<file path="config.mk">
export PLATFORM = sky130hd
export DESIGN_NAME = lfsr_rng_arb
export DESIGN_NICKNAME = d
export VERILOG_FILES = /design/src/rtl/lfsr_rng_arb.sv
export SDC_FILE = /design/constraint.sdc
export NUM_CORES = 1
export LEC_CHECK = 0
export BUFFER_PORTS_ARGS = -buffer_cell sky130_fd_sc_hd__buf_2
export CAP_MARGIN = 10
export CORE_MARGIN = 10
export CORE_UTILIZATION = 45
export DETAILED_ROUTE_END_ITERATION = 16
export PLACE_DENSITY = 0.69
export SYNTH_ARGS = -nofsm -noshare
export SYNTH_HDL_FRONTEND = slang
export SYNTH_SLANG_ARGS = --single-unit
</file>
<file path="constraint.sdc">
create_clock -name clk_i -period 1.85 [get_ports clk_i]
set_input_delay 0.185 -clock clk_i [delete_from_list [all_inputs] [get_ports clk_i]]
set_output_delay 0.185 -clock clk_i [all_outputs]
set_load 0.01 [all_outputs]
</file>
<file path="src/rtl/lfsr_rng_arb.sv">
// Shared Galois-LFSR random word server with a round-robin req/gnt arbiter.
// Build option: define LFSR_RNG_LEAP_EN to apply all STEPS shifts in a single cycle.
module lfsr_rng_arb #(
    parameter int                    DATA_WIDTH = 32,
    parameter logic [DATA_WIDTH-1:0] POLY       = 32'h8020_0003,
    parameter logic [DATA_WIDTH-1:0] SEED       = DATA_WIDTH'(1),
    parameter int                    REQ_NUM    = 4,
    parameter int                    STEPS      = DATA_WIDTH
) (
    input  logic                  clk_i,
    input  logic                  rst_i,
    input  logic                  seed_wr_i,
    input  logic [DATA_WIDTH-1:0] seed_i,
    input  logic [REQ_NUM-1:0]    req_i,
    output logic [REQ_NUM-1:0]    gnt_o,
    output logic [DATA_WIDTH-1:0] rnd_o,
    output logic                  busy_o
);

    // state | meaning
    // IDLE  | LFSR holds; arbitrate among requesters unless a seed write is pending
    // SHIFT | LFSR advances toward the next delivered word
    // GRANT | one-hot grant pulse, rnd_o carries the fresh word, pointer moves to winner

    localparam int IDX_W = (REQ_NUM > 1) ? $clog2(REQ_NUM) : 1;

    if (DATA_WIDTH < 2) begin : g_bad_width
        $error("lfsr_rng_arb: DATA_WIDTH must be at least 2");
    end
    if (SEED == '0) begin : g_bad_seed
        $error("lfsr_rng_arb: SEED must be nonzero");
    end
    if (REQ_NUM < 1 || REQ_NUM > 16) begin : g_bad_req
        $error("lfsr_rng_arb: REQ_NUM must be in 1..16");
    end
    if (STEPS < 1 || STEPS > 255) begin : g_bad_steps
        $error("lfsr_rng_arb: STEPS must be in 1..255");
    end

    typedef enum logic [1:0] {
        IDLE  = 2'd0,
        SHIFT = 2'd1,
        GRANT = 2'd2
    } state_t;

    state_t                state;
    logic [DATA_WIDTH-1:0] lfsr;
    logic [DATA_WIDTH-1:0] lfsr_adv;
    logic [DATA_WIDTH-1:0] seed_load;
    logic [IDX_W-1:0]      ptr;
    logic [IDX_W-1:0]      idx;
    logic [IDX_W-1:0]      win_idx;
    logic [IDX_W-1:0]      cand;
    logic                  win_found;
    logic                  shift_done;

    function automatic logic [DATA_WIDTH-1:0] lfsr_step(input logic [DATA_WIDTH-1:0] q);
        return {q[0], q[DATA_WIDTH-1:1] ^ (POLY[DATA_WIDTH-2:0] & {(DATA_WIDTH-1){q[0]}})};
    endfunction

`ifdef LFSR_RNG_LEAP_EN
    function automatic logic [DATA_WIDTH-1:0] lfsr_leap(input logic [DATA_WIDTH-1:0] q);
        logic [DATA_WIDTH-1:0] r;
        r = q;
        for (int s = 0; s < STEPS; s++) begin
            r = lfsr_step(r);
        end
        return r;
    endfunction

    always_comb begin
        lfsr_adv   = lfsr_leap(lfsr);
        shift_done = 1'b1;
    end
`else
    localparam int CNT_W = (STEPS > 1) ? $clog2(STEPS) : 1;

    logic [CNT_W-1:0] cnt;

    always_comb begin
        lfsr_adv   = lfsr_step(lfsr);
        shift_done = (cnt == CNT_W'(STEPS - 1));
    end

    always_ff @(posedge clk_i) begin
        if (rst_i || state != SHIFT || seed_wr_i || shift_done) begin
            cnt <= '0;
        end else begin
            cnt <= cnt + CNT_W'(1);
        end
    end
`endif

    // a zero seed would lock the LFSR, so it is replaced by SEED
    assign seed_load = (seed_i == '0) ? SEED : seed_i;

    // highest k first so the nearest requester after the pointer wins last
    always_comb begin
        win_idx   = ptr;
        win_found = 1'b0;
        cand      = '0;
        for (int k = REQ_NUM; k >= 1; k--) begin
            cand = IDX_W'((int'(ptr) + k) % REQ_NUM);
            if (req_i[cand]) begin
                win_idx   = cand;
                win_found = 1'b1;
            end
        end
    end

    always_ff @(posedge clk_i) begin
        if (rst_i) begin
            state  <= IDLE;
            lfsr   <= SEED;
            ptr    <= IDX_W'(REQ_NUM - 1);
            idx    <= '0;
            gnt_o  <= '0;
            rnd_o  <= '0;
            busy_o <= 1'b0;
        end else begin
            gnt_o <= '0;
            case (state)
                IDLE: begin
                    if (seed_wr_i) begin
                        lfsr <= seed_load;
                    end else if (win_found) begin
                        idx    <= win_idx;
                        state  <= SHIFT;
                        busy_o <= 1'b1;
                    end
                end
                SHIFT: begin
                    if (seed_wr_i) begin
                        lfsr   <= seed_load;
                        state  <= IDLE;
                        busy_o <= 1'b0;
                    end else begin
                        lfsr <= lfsr_adv;
                        if (shift_done) begin
                            rnd_o <= lfsr_adv;
                            gnt_o <= REQ_NUM'(1) << idx;
                            state <= GRANT;
                        end
                    end
                end
                GRANT: begin
                    ptr    <= idx;
                    state  <= IDLE;
                    busy_o <= 1'b0;
                    if (seed_wr_i) begin
                        lfsr <= seed_load;
                    end
                end
                default: begin
                    state  <= IDLE;
                    busy_o <= 1'b0;
                end
            endcase
        end
    end

endmodule

</file>
==> results.sh, run 1 <==
export IMPL_htreeDepth=3
export IMPL_grt_pass1_wl_um=13430
export IMPL_clk_latency_ns=0.33
export IMPL_antenna_found_initial=0
export IMPL_worstPathRequired_ns=2.12
export IMPL_period_minus_slack_ns=1.685
export IMPL_drt_iter0_markers=113
export IMPL_async_flop_share_pct=0
export IMPL_synth_seq_area_share_pct=48.58
export IMPL_drc_errors=0
export IMPL_track_usage_pct=14.48
export IMPL_synth_simple_gate_area_share_pct=25.24
export IMPL_hold_buffers=0
export IMPL_crit_path_start="cnt[0]"
export IMPL_io_pin_count=76
export IMPL_cts_root_buf="clkbuf_8"
export IMPL_critical_path_class="reg -> reg"
export IMPL_cap_violations=0
export IMPL_synth_top_family_by_area="simple AND/OR/NAND/NOR gates"
export IMPL_outcome="finished clean"
export IMPL_synthDominantCellAreaShare_pct=48.58
export IMPL_worst_slack_ns=0.1653
export IMPL_max_slew_margin_pct=70.59
export IMPL_final_common_cell="nand2_1"
export IMPL_rr_worst_depth=5
export IMPL_clock_power_share_pct=37.5
export IMPL_cts_buffers=9
export IMPL_synth_compound_area_share_pct=16.51
export IMPL_muxShareOfSynthArea_pct=1.594
export IMPL_drtAntennaViolNets=0
export IMPL_firstDrtPassIters=4
export IMPL_first_global_vias=2853
export IMPL_synth_net_count=446
export IMPL_ys_top_cells_by_area="dfxtp_1, nand2_1, a311oi_1"
export IMPL_initial_core_util_pct=45.95
export IMPL_period_share_pct=91.06
export IMPL_die_w_um=105.6
export IMPL_postCtsResizedCells=0
export IMPL_combinationalPowerShare_pct=9.1
export IMPL_syn_avg_cell_area_um2=8.141
export IMPL_vias=2953
export IMPL_port_buffers=75
export IMPL_synth_seq_cells=80
export IMPL_synth_xor_area_share_pct=1.328
export IMPL_maxSlewViolCount=0
export IMPL_clk_pin_slew_worst_paths_ns=0.08
export IMPL_power_switching_w=0.0008288
export IMPL_nets=509
export IMPL_grt_overflow=0
export IMPL_arrival_ns=1.96
export IMPL_internal_power_w=0.002657
export IMPL_cts_tree="done"
export IMPL_ys_warn_count=0
export IMPL_cp_max_fo=6
export IMPL_die_y_um=105.6
export IMPL_regToRegEndpoint="cnt[2]"
export IMPL_final_cell_mix="nand2_1, dfxtp_1, buf_2, nor2_1, a21oi_1"
export IMPL_yosysTopAreaCell="dfxtp_1"
export IMPL_cts_sinks=80
export IMPL_postCtsSetupBuffers=0
export IMPL_synthAdderAreaFrac_pct=0.7590
export IMPL_start_kind="register"
export IMPL_rr_startpoint="cnt[0]"
export IMPL_fmax_ghz=0.5936
export IMPL_dpl_hpwl_um=5899
export IMPL_drt_vias_per_instance=5.172
export IMPL_setup_viol=0
export IMPL_synth_ff_type="dfxtp_1"
export IMPL_row_count=31
export IMPL_dieArea_um2=11150
export IMPL_p_seq_share_pct=53.3
export IMPL_dp_slack_ns=0.1626
export IMPL_syn2layout_area_growth_pct=18.79
export IMPL_gp_congestion=0.7901
export IMPL_hold_path_class="in -> reg"
export IMPL_wl_um=8172
export IMPL_finalSetupTns_ns=0
export IMPL_ir_worst_vdd_mv=0.4041
export IMPL_endpoint="cnt[2]"
export IMPL_grt_max_degree=61
export IMPL_drive_above_1_share_pct=22.46
export IMPL_grt_setup_unrepaired="false"
export IMPL_netSwitchingFraction_pct=23.78
export IMPL_hold_violations=0
export IMPL_routedWlPerCell_um=14.31
export IMPL_syn_cell_area_um2=3297
export IMPL_diodes=0
export IMPL_endpoint_kind="register"
export IMPL_cts_buffer_depth=2
export IMPL_synth_edf_count=0
export IMPL_p_per_area_nw_per_um2=890.1
export IMPL_worst_r2r_setup_slack_ns=0.17
export IMPL_synthCells=405
export IMPL_p_leak_nw=1.622
export IMPL_worst_pin_slew_ns=0.4301
export IMPL_yosysUniqueCellTypes=35
export IMPL_finClkSkew_ns=0.006371
export IMPL_core_area_um2=7176
==> layer usage <==
layer	vias up	routed length (µm)	GRT usage, %
met5	-	0	0
met2	98	3706	22.18
met3	8	589	4.141
met4	0	78	5.416
li1	1504	-	-
met1	1343	3798	18.96
==> area by class of cell <==
type	count	area, µm²
clock buffers	13	168.9
clock inverters	2	37.54
fillers	669	3259
inverters	5	18.77
multi-input cells	288	1498
flip-flops and latches	80	1602
well taps	99	123.9
repair buffers	84	467.9
==> how the worst min path moves through the flow <==
| stage | from | end | slack (ns) | cells after the start |
|---|---|---|---|---|
| finish | seed_i[20] | lfsr[20] | 0.12 | 3 |
| global route | seed_i[11] | lfsr[11] | 0.12 | 3 |
| CTS | seed_i[20] | lfsr[20] | 0.11 | 3 |
| detailed placement | cnt[0] | cnt[0] | 0.43 | 1 |
| global placement | cnt[0] | cnt[0] | 0.43 | 1 |
| floorplan | seed_i[10] | lfsr[10] | 0.35 | 2 |
==> registers in the layout, indices dropped and copies added, names as in the netlist <==
register	count
busy_o	1
cnt	5
gnt_o	4
idx	2
lfsr	32
ptr	2
rnd_o	32
state	2
==> cell families after synthesis <==
kind of cell | Yosys count
buffers and inverters | 37
AO/OA/AOI/OAI | 78
flip-flops | 80
multiplexers | 4
adder cells (fa/ha/maj) | 2
XOR/XNOR | 5
AND/OR/NAND/NOR | 199
==> worst max-delay path, stage by stage, from the launching register on <==
cell,delay [ns]
dfxtp_1,0.33
ha_1,0.22
and3_1,0.15
ha_1,0.20
or4_1,0.58
nor2_1,0.14
==> synth_stat cells (all sizes together) (4+ instances only) <==
cell type,n
buf,17
dfxtp,80
nor2,43
a311oi,29
nand2b,5
nor3,4
a21oi,37
inv,5
mux2i,4
nor4,10
xnor2,4
clkbuf,15
nand2,127
==> power by group through the flow <==
stage / sequential, W / clock (W) / combinational, W
2_1_floorplan: 0.00188 / 0 / 0.000230
3_5_place_dp: 0.00190 / 0 / 0.000318
6_report: 0.00186 / 0.00131 / 0.000319
3_3_place_gp: 0.00190 / 0 / 0.000311
4_1_cts: 0.00186 / 0.00134 / 0.000320
5_1_grt: 0.00187 / 0.00144 / 0.000358
==> per-stage QoR <==
step                      power, W  area [µm²]  util (%)  hold WS (ns)  cells
after CTS                 0.003520        3916     54.58        0.1068    571
final                     0.003486        3916     54.58        0.1238    571
after floorplan           0.002105        3297         -        0.3475    405
after detailed placement  0.002216        3710     51.70        0.4344    556
after global placement    0.002207        3710     51.70        0.4307    556
after global routing      0.003671        3916     54.58        0.1210    571
(Power assumes the default switching activity.)
==> run 2: changes to the inputs <==
CTS_BUF_LIST = sky130_fd_sc_hd__clkbuf_4   (was not set)
==> run 2 against run 1 <==
Against the previous run:
- non-clock buffer count unchanged
- power decreased by 10%
- sequential share of layout area increased by 0.88 points
- setup slack got worse by 0.0011 ns
- via count decreased by 0.37%
- final cell count unchanged
- register-to-register slack about the same
- core utilization decreased by 1.2 points
- highest routed layer unchanged
==> results.sh, run 2 (synthesized netlist as in run 1, its figures left out) <==
export IMPL_clock_power_share_pct=30.6
export IMPL_ir_worst_vdd_mv=0.3540
export IMPL_grt_pass1_wl_um=13370
export IMPL_rr_startpoint="cnt[0]"
export IMPL_internal_power_w=0.002338
export IMPL_path_cells="ha_1 -> and3_1 -> ha_1 -> or4_1 -> nor2_1"
export IMPL_placed_area_um2=3710
export IMPL_dieArea_um2=11150
export IMPL_worst_r2r_setup_slack_ns=0.16
export IMPL_clk_latency_ns=0.39
export IMPL_postCtsResizedCells=0
export IMPL_cts_buffer_depth=2
export IMPL_final_common_cell="nand2_1"
export IMPL_p_leak_nw=1.586
export IMPL_p_seq_share_pct=59.3
export IMPL_worstPathRequired_ns=2.18
export IMPL_period_share_pct=91.13
export IMPL_drc_errors=0
export IMPL_grt_max_degree=61
export IMPL_hold_path_class="in -> reg"
export IMPL_diodes=0
export IMPL_worst_pin_slew_ns=0.4304
export IMPL_max_slew_margin_pct=70.57
export IMPL_hp_start="seed_i[20]"
export IMPL_dp_slack_ns=0.1626
export IMPL_hold_buffers=0
export IMPL_drt_iter0_markers=120
export IMPL_syn2layout_area_growth_pct=16.28
export IMPL_cts_tree="done"
export IMPL_track_usage_pct=14.40
export IMPL_dpl_hpwl_um=5899
export IMPL_vias=2942
export IMPL_drtAntennaViolNets=0
export IMPL_fin_util_pct=53.43
export IMPL_drive_above_1_share_pct=22.03
export IMPL_worst_path_buf_inv=0
export IMPL_rr_worst_depth=5
export IMPL_setup_viol=0
export IMPL_fmax_ghz=0.5932
export IMPL_placedCellCount=556
export IMPL_arrival_ns=2.01
export IMPL_power_switching_w=0.0007979
export IMPL_htreeDepth=3
export IMPL_endpoint_kind="register"
export IMPL_port_buffers=75
export IMPL_drt_vias_per_instance=5.152
export IMPL_top_regs="lfsr (32), rnd_o (32), cnt (5)"
export IMPL_layoutNonFillerInstCount=571
export IMPL_cts_sinks=80
export IMPL_cp_slowest_cell="or4_1"
export IMPL_worst_slack_ns=0.1642
export IMPL_grt_setup_unrepaired="false"
export IMPL_outcome="finished clean"
export IMPL_min_to="lfsr[20]"
export IMPL_cp_max_fo=6
export IMPL_antenna_found_initial=0
export IMPL_period_minus_slack_ns=1.686
export IMPL_io_pin_count=76
export IMPL_die_y_um=105.6
export IMPL_wl_um=8169
export IMPL_first_global_vias=2837
export IMPL_clk_pin_slew_worst_paths_ns=0.12
export IMPL_nets=509
export IMPL_cap_violations=0
export IMPL_slowest_delay_ns=0.58
export IMPL_die_w_um=105.6
export IMPL_fin_area_um2=3834
export IMPL_crit_top_cell="ha_1"
export IMPL_firstDrtPassIters=4
export IMPL_finalSetupTns_ns=0
export IMPL_path_delay_family="simple AND/OR/NAND/NOR gates"
export IMPL_cts_buffers=9
export IMPL_postCtsSetupBuffers=0
export IMPL_core_area_um2=7176
export IMPL_routedWlPerCell_um=14.31
export IMPL_hold_violations=0
export IMPL_worstHoldPathCells=3
export IMPL_initial_core_util_pct=45.95
export IMPL_netSwitchingFraction_pct=25.44
export IMPL_crit_path_start="cnt[0]"
export IMPL_final_cell_mix="nand2_1, dfxtp_1, buf_2, nor2_1, a21oi_1"
export IMPL_row_count=31
export IMPL_combinationalPowerShare_pct=10.1
export IMPL_maxSlewViolCount=0
export IMPL_finClkSkew_ns=0.01107
export IMPL_start_kind="register"
export IMPL_cts_root_buf="clkbuf_4"
export IMPL_grt_overflow=0
export IMPL_p_per_area_nw_per_um2=818.0
export IMPL_critical_path_class="reg -> reg"
export IMPL_gp_congestion=0.7901
export IMPL_regToRegEndpoint="cnt[4]"
run 2: cell types whose count changed in the layout (fill, tap and decap cells not counted), sizes merged:
cell,delta
clkbuf,-3
clkinv,+3
run 2: how the worst max path moves through the flow:
stage,to,depth (start not counted)
2_1_floorplan,cnt[2],6
3_3_place_gp,cnt[3],5
3_5_place_dp,cnt[2],5
4_1_cts,cnt[2],5
5_1_grt,rnd_o[1],5
6_report,cnt[4],5
run 2: power groups by stage:
stage / logic [W] / clock network, W / registers [W]
4_1_cts: 0.000319 / 0.000987 / 0.00186
3_5_place_dp: 0.000318 / 0 / 0.00190
6_report: 0.000318 / 0.000958 / 0.00186
2_1_floorplan: 0.000230 / 0 / 0.00188
5_1_grt: 0.000359 / 0.00108 / 0.00187
3_3_place_gp: 0.000311 / 0 / 0.00190
run 2: area by class of cell:
| class | instances | area (µm²) |
|---|---|---|
| inverters | 5 | 18.77 |
| fillers | 681 | 3342 |
| clock buffers | 10 | 75.07 |
| clock inverters | 5 | 48.80 |
| flip-flops and latches | 80 | 1602 |
| well taps | 99 | 123.9 |
| repair buffers | 84 | 467.9 |
| multi-input cells | 288 | 1498 |
run 2: routing by layer:
| metal | wire (µm) | global-route usage, % |
|---|---|---|
| met5 | 0 | 0 |
| met2 | 3714 | 21.82 |
| met3 | 575 | 4.141 |
| met4 | 78 | 5.416 |
| met1 | 3800 | 19.02 |
run 2: per-stage QoR:
| step | power (W) | hold slack (ns) |
|---|---|---|
| floorplan | 0.002105 | 0.3475 |
| global placement | 0.002207 | 0.4307 |
| detailed placement | 0.002216 | 0.4344 |
| CTS | 0.003166 | 0.02293 |
| global route | 0.003311 | 0.02936 |
| finish | 0.003136 | 0.05264 |
run 2: worst reg2reg max path: cells and delay by family (launching register included):
family | cells | cell delay, ns
adders and majority gates | 2 | 0.42
DFF | 1 | 0.34
and+or+nand+nor | 3 | 0.86
==> run 3: changes to the inputs <==
ABC_AREA = 0   (was not set)
CTS_BUF_LIST = sky130_fd_sc_hd__clkbuf_8   (was sky130_fd_sc_hd__clkbuf_4)
==> run 3 against run 2 <==
Against the previous run:
- clock skew is 0.0048 ns lower
- first-iteration DRC count is 5.0% lower
- sequential share of layout area is 0.88 points lower
- die area stayed put
- setup slack better by 0.0029 ns
- core utilization is 1.2 points higher
- register-to-register slack hardly changed
- clock power is 36% higher
- combinational power hardly changed
- clock-buffer cell count is 2 higher
- critical endpoint is now cnt[2]
- highest routed layer unchanged
==> results.sh, run 3 (synthesized netlist as in run 1, its figures left out) <==
export IMPL_p_leak_nw=1.627
export IMPL_dieArea_um2=11150
export IMPL_worst_pin_slew_ns=0.4301
export IMPL_crit_top_cell="ha_1"
export IMPL_worst_r2r_setup_slack_ns=0.17
export IMPL_cts_buffers=9
export IMPL_fin_util_pct=54.58
export IMPL_setup_viol=0
export IMPL_met2WireLength_um=3699
export IMPL_grt_setup_unrepaired="false"
export IMPL_htreeDepth=3
export IMPL_rr_startpoint="cnt[0]"
export IMPL_hold_buffers=0
export IMPL_core_area_um2=7176
export IMPL_placed_area_um2=3710
export IMPL_cap_violations=0
export IMPL_arrival_ns=1.95
export IMPL_track_usage_pct=14.48
export IMPL_cp_max_fo=6
export IMPL_diodes=0
export IMPL_gp_congestion=0.7901
export IMPL_slowest_delay_ns=0.58
export IMPL_outcome="finished clean"
export IMPL_rr_worst_depth=5
export IMPL_p_per_area_nw_per_um2=888.4
export IMPL_critical_path_class="reg -> reg"
export IMPL_first_global_vias=2853
export IMPL_drtAntennaViolNets=0
export IMPL_postCtsSetupBuffers=0
export IMPL_endpoint="cnt[2]"
export IMPL_antenna_found_initial=0
export IMPL_clk_pin_slew_worst_paths_ns=0.08
export IMPL_routedWlPerCell_um=14.29
export IMPL_dpl_hpwl_um=5899
export IMPL_io_pin_count=76
export IMPL_dp_slack_ns=0.1626
export IMPL_drt_vias_per_instance=5.149
export IMPL_syn2layout_area_growth_pct=18.79
export IMPL_port_buffers=75
export IMPL_dr_max_layer_used="met4"
export IMPL_cts_sinks=80
export IMPL_maxSlewViolCount=0
export IMPL_regArea_um2=1602
export IMPL_hold_violations=0
export IMPL_fill_cells=669
export IMPL_path_cells="ha_1 -> and3_1 -> ha_1 -> or4_1 -> nor2_1"
export IMPL_regToRegEndpoint="cnt[2]"
export IMPL_vias=2940
export IMPL_finalSetupTns_ns=0
export IMPL_start_kind="register"
export IMPL_die_w_um=105.6
export IMPL_cts_buffer_depth=2
export IMPL_clk_latency_ns=0.33
export IMPL_wl_met1_um=3797
export IMPL_drive_above_1_share_pct=22.46
export IMPL_finClkSkew_ns=0.006264
export IMPL_final_common_cell="nand2_1"
export IMPL_cts_tree="done"
export IMPL_postCtsResizedCells=0
export IMPL_ir_worst_vdd_mv=0.4040
export IMPL_die_y_um=105.6
export IMPL_grt_max_degree=61
export IMPL_multi_input_area_um2=1498
export IMPL_hold_path_class="in -> reg"
export IMPL_wl_um=8157
export IMPL_worst_slack_ns=0.1670
export IMPL_drt_iter0_markers=114
export IMPL_initial_core_util_pct=45.95
export IMPL_drc_errors=0
export IMPL_row_count=31
export IMPL_max_slew_margin_pct=70.59
export IMPL_top_regs="lfsr (32), rnd_o (32), cnt (5)"
export IMPL_period_minus_slack_ns=1.683
export IMPL_firstDrtPassIters=4
export IMPL_worstPathRequired_ns=2.12
export IMPL_endpoint_kind="register"
export IMPL_nets=509
export IMPL_cp_slowest_cell="or4_1"
export IMPL_fmax_ghz=0.5942
export IMPL_grt_overflow=0
export IMPL_final_cell_mix="nand2_1, dfxtp_1, buf_2, nor2_1, a21oi_1"
export IMPL_crit_path_start="cnt[0]"
export IMPL_grt_pass1_wl_um=13430
export IMPL_fin_area_um2=3916
export IMPL_cts_root_buf="clkbuf_8"
export IMPL_dr_wl_met3_um=581
export IMPL_period_share_pct=90.97
[run 3: layer usage]
layer	vias to the layer above	global-route usage [%]
li1	1503	-
met1	1339	18.96
met2	90	22.18
met3	8	4.141
met4	0	5.416
met5	-	0
[run 3: critical path, delay by kind of cell (launching register included)]
family                   cells  cell delay [ns]
adder cells (fa/ha/maj)      2             0.42
flip-flops                   1             0.33
AND/OR/NAND/NOR              3             0.87
[run 3: stage by stage]
stage          hold WS (ns)  total power [W]  instances
3_3_place_gp         0.4307         0.002207        556
3_5_place_dp         0.4344         0.002216        556
4_1_cts              0.1068         0.003514        571
5_1_grt              0.1210         0.003666        571
6_report             0.1238         0.003479        571
2_1_floorplan        0.3475         0.002105        405
[run 3: final cells by class]
cell class,count,share of cell area [%]
inverter,5,0.4792
sequential,80,40.89
clock inverter,3,1.054
tap,99,3.163
timing repair buffer,84,11.95
multi-input combinational,288,38.24
clock buffer,12,4.217
[run 3: power breakdown]
group | switching (W) | internal [W]
combinational | 0.000184 | 0.000134
sequential | 0.0000643 | 0.00179
clock | 0.000579 | 0.000723
total | 0.000828 | 0.00265
[run 3: worst min-delay path by stage]
stage,from,endpoint,depth (start not counted)
6_report,seed_i[20],lfsr[20],3
4_1_cts,seed_i[20],lfsr[20],3
3_3_place_gp,cnt[0],cnt[0],1
5_1_grt,seed_i[11],lfsr[11],3
3_5_place_dp,cnt[0],cnt[0],1
2_1_floorplan,seed_i[10],lfsr[10],2
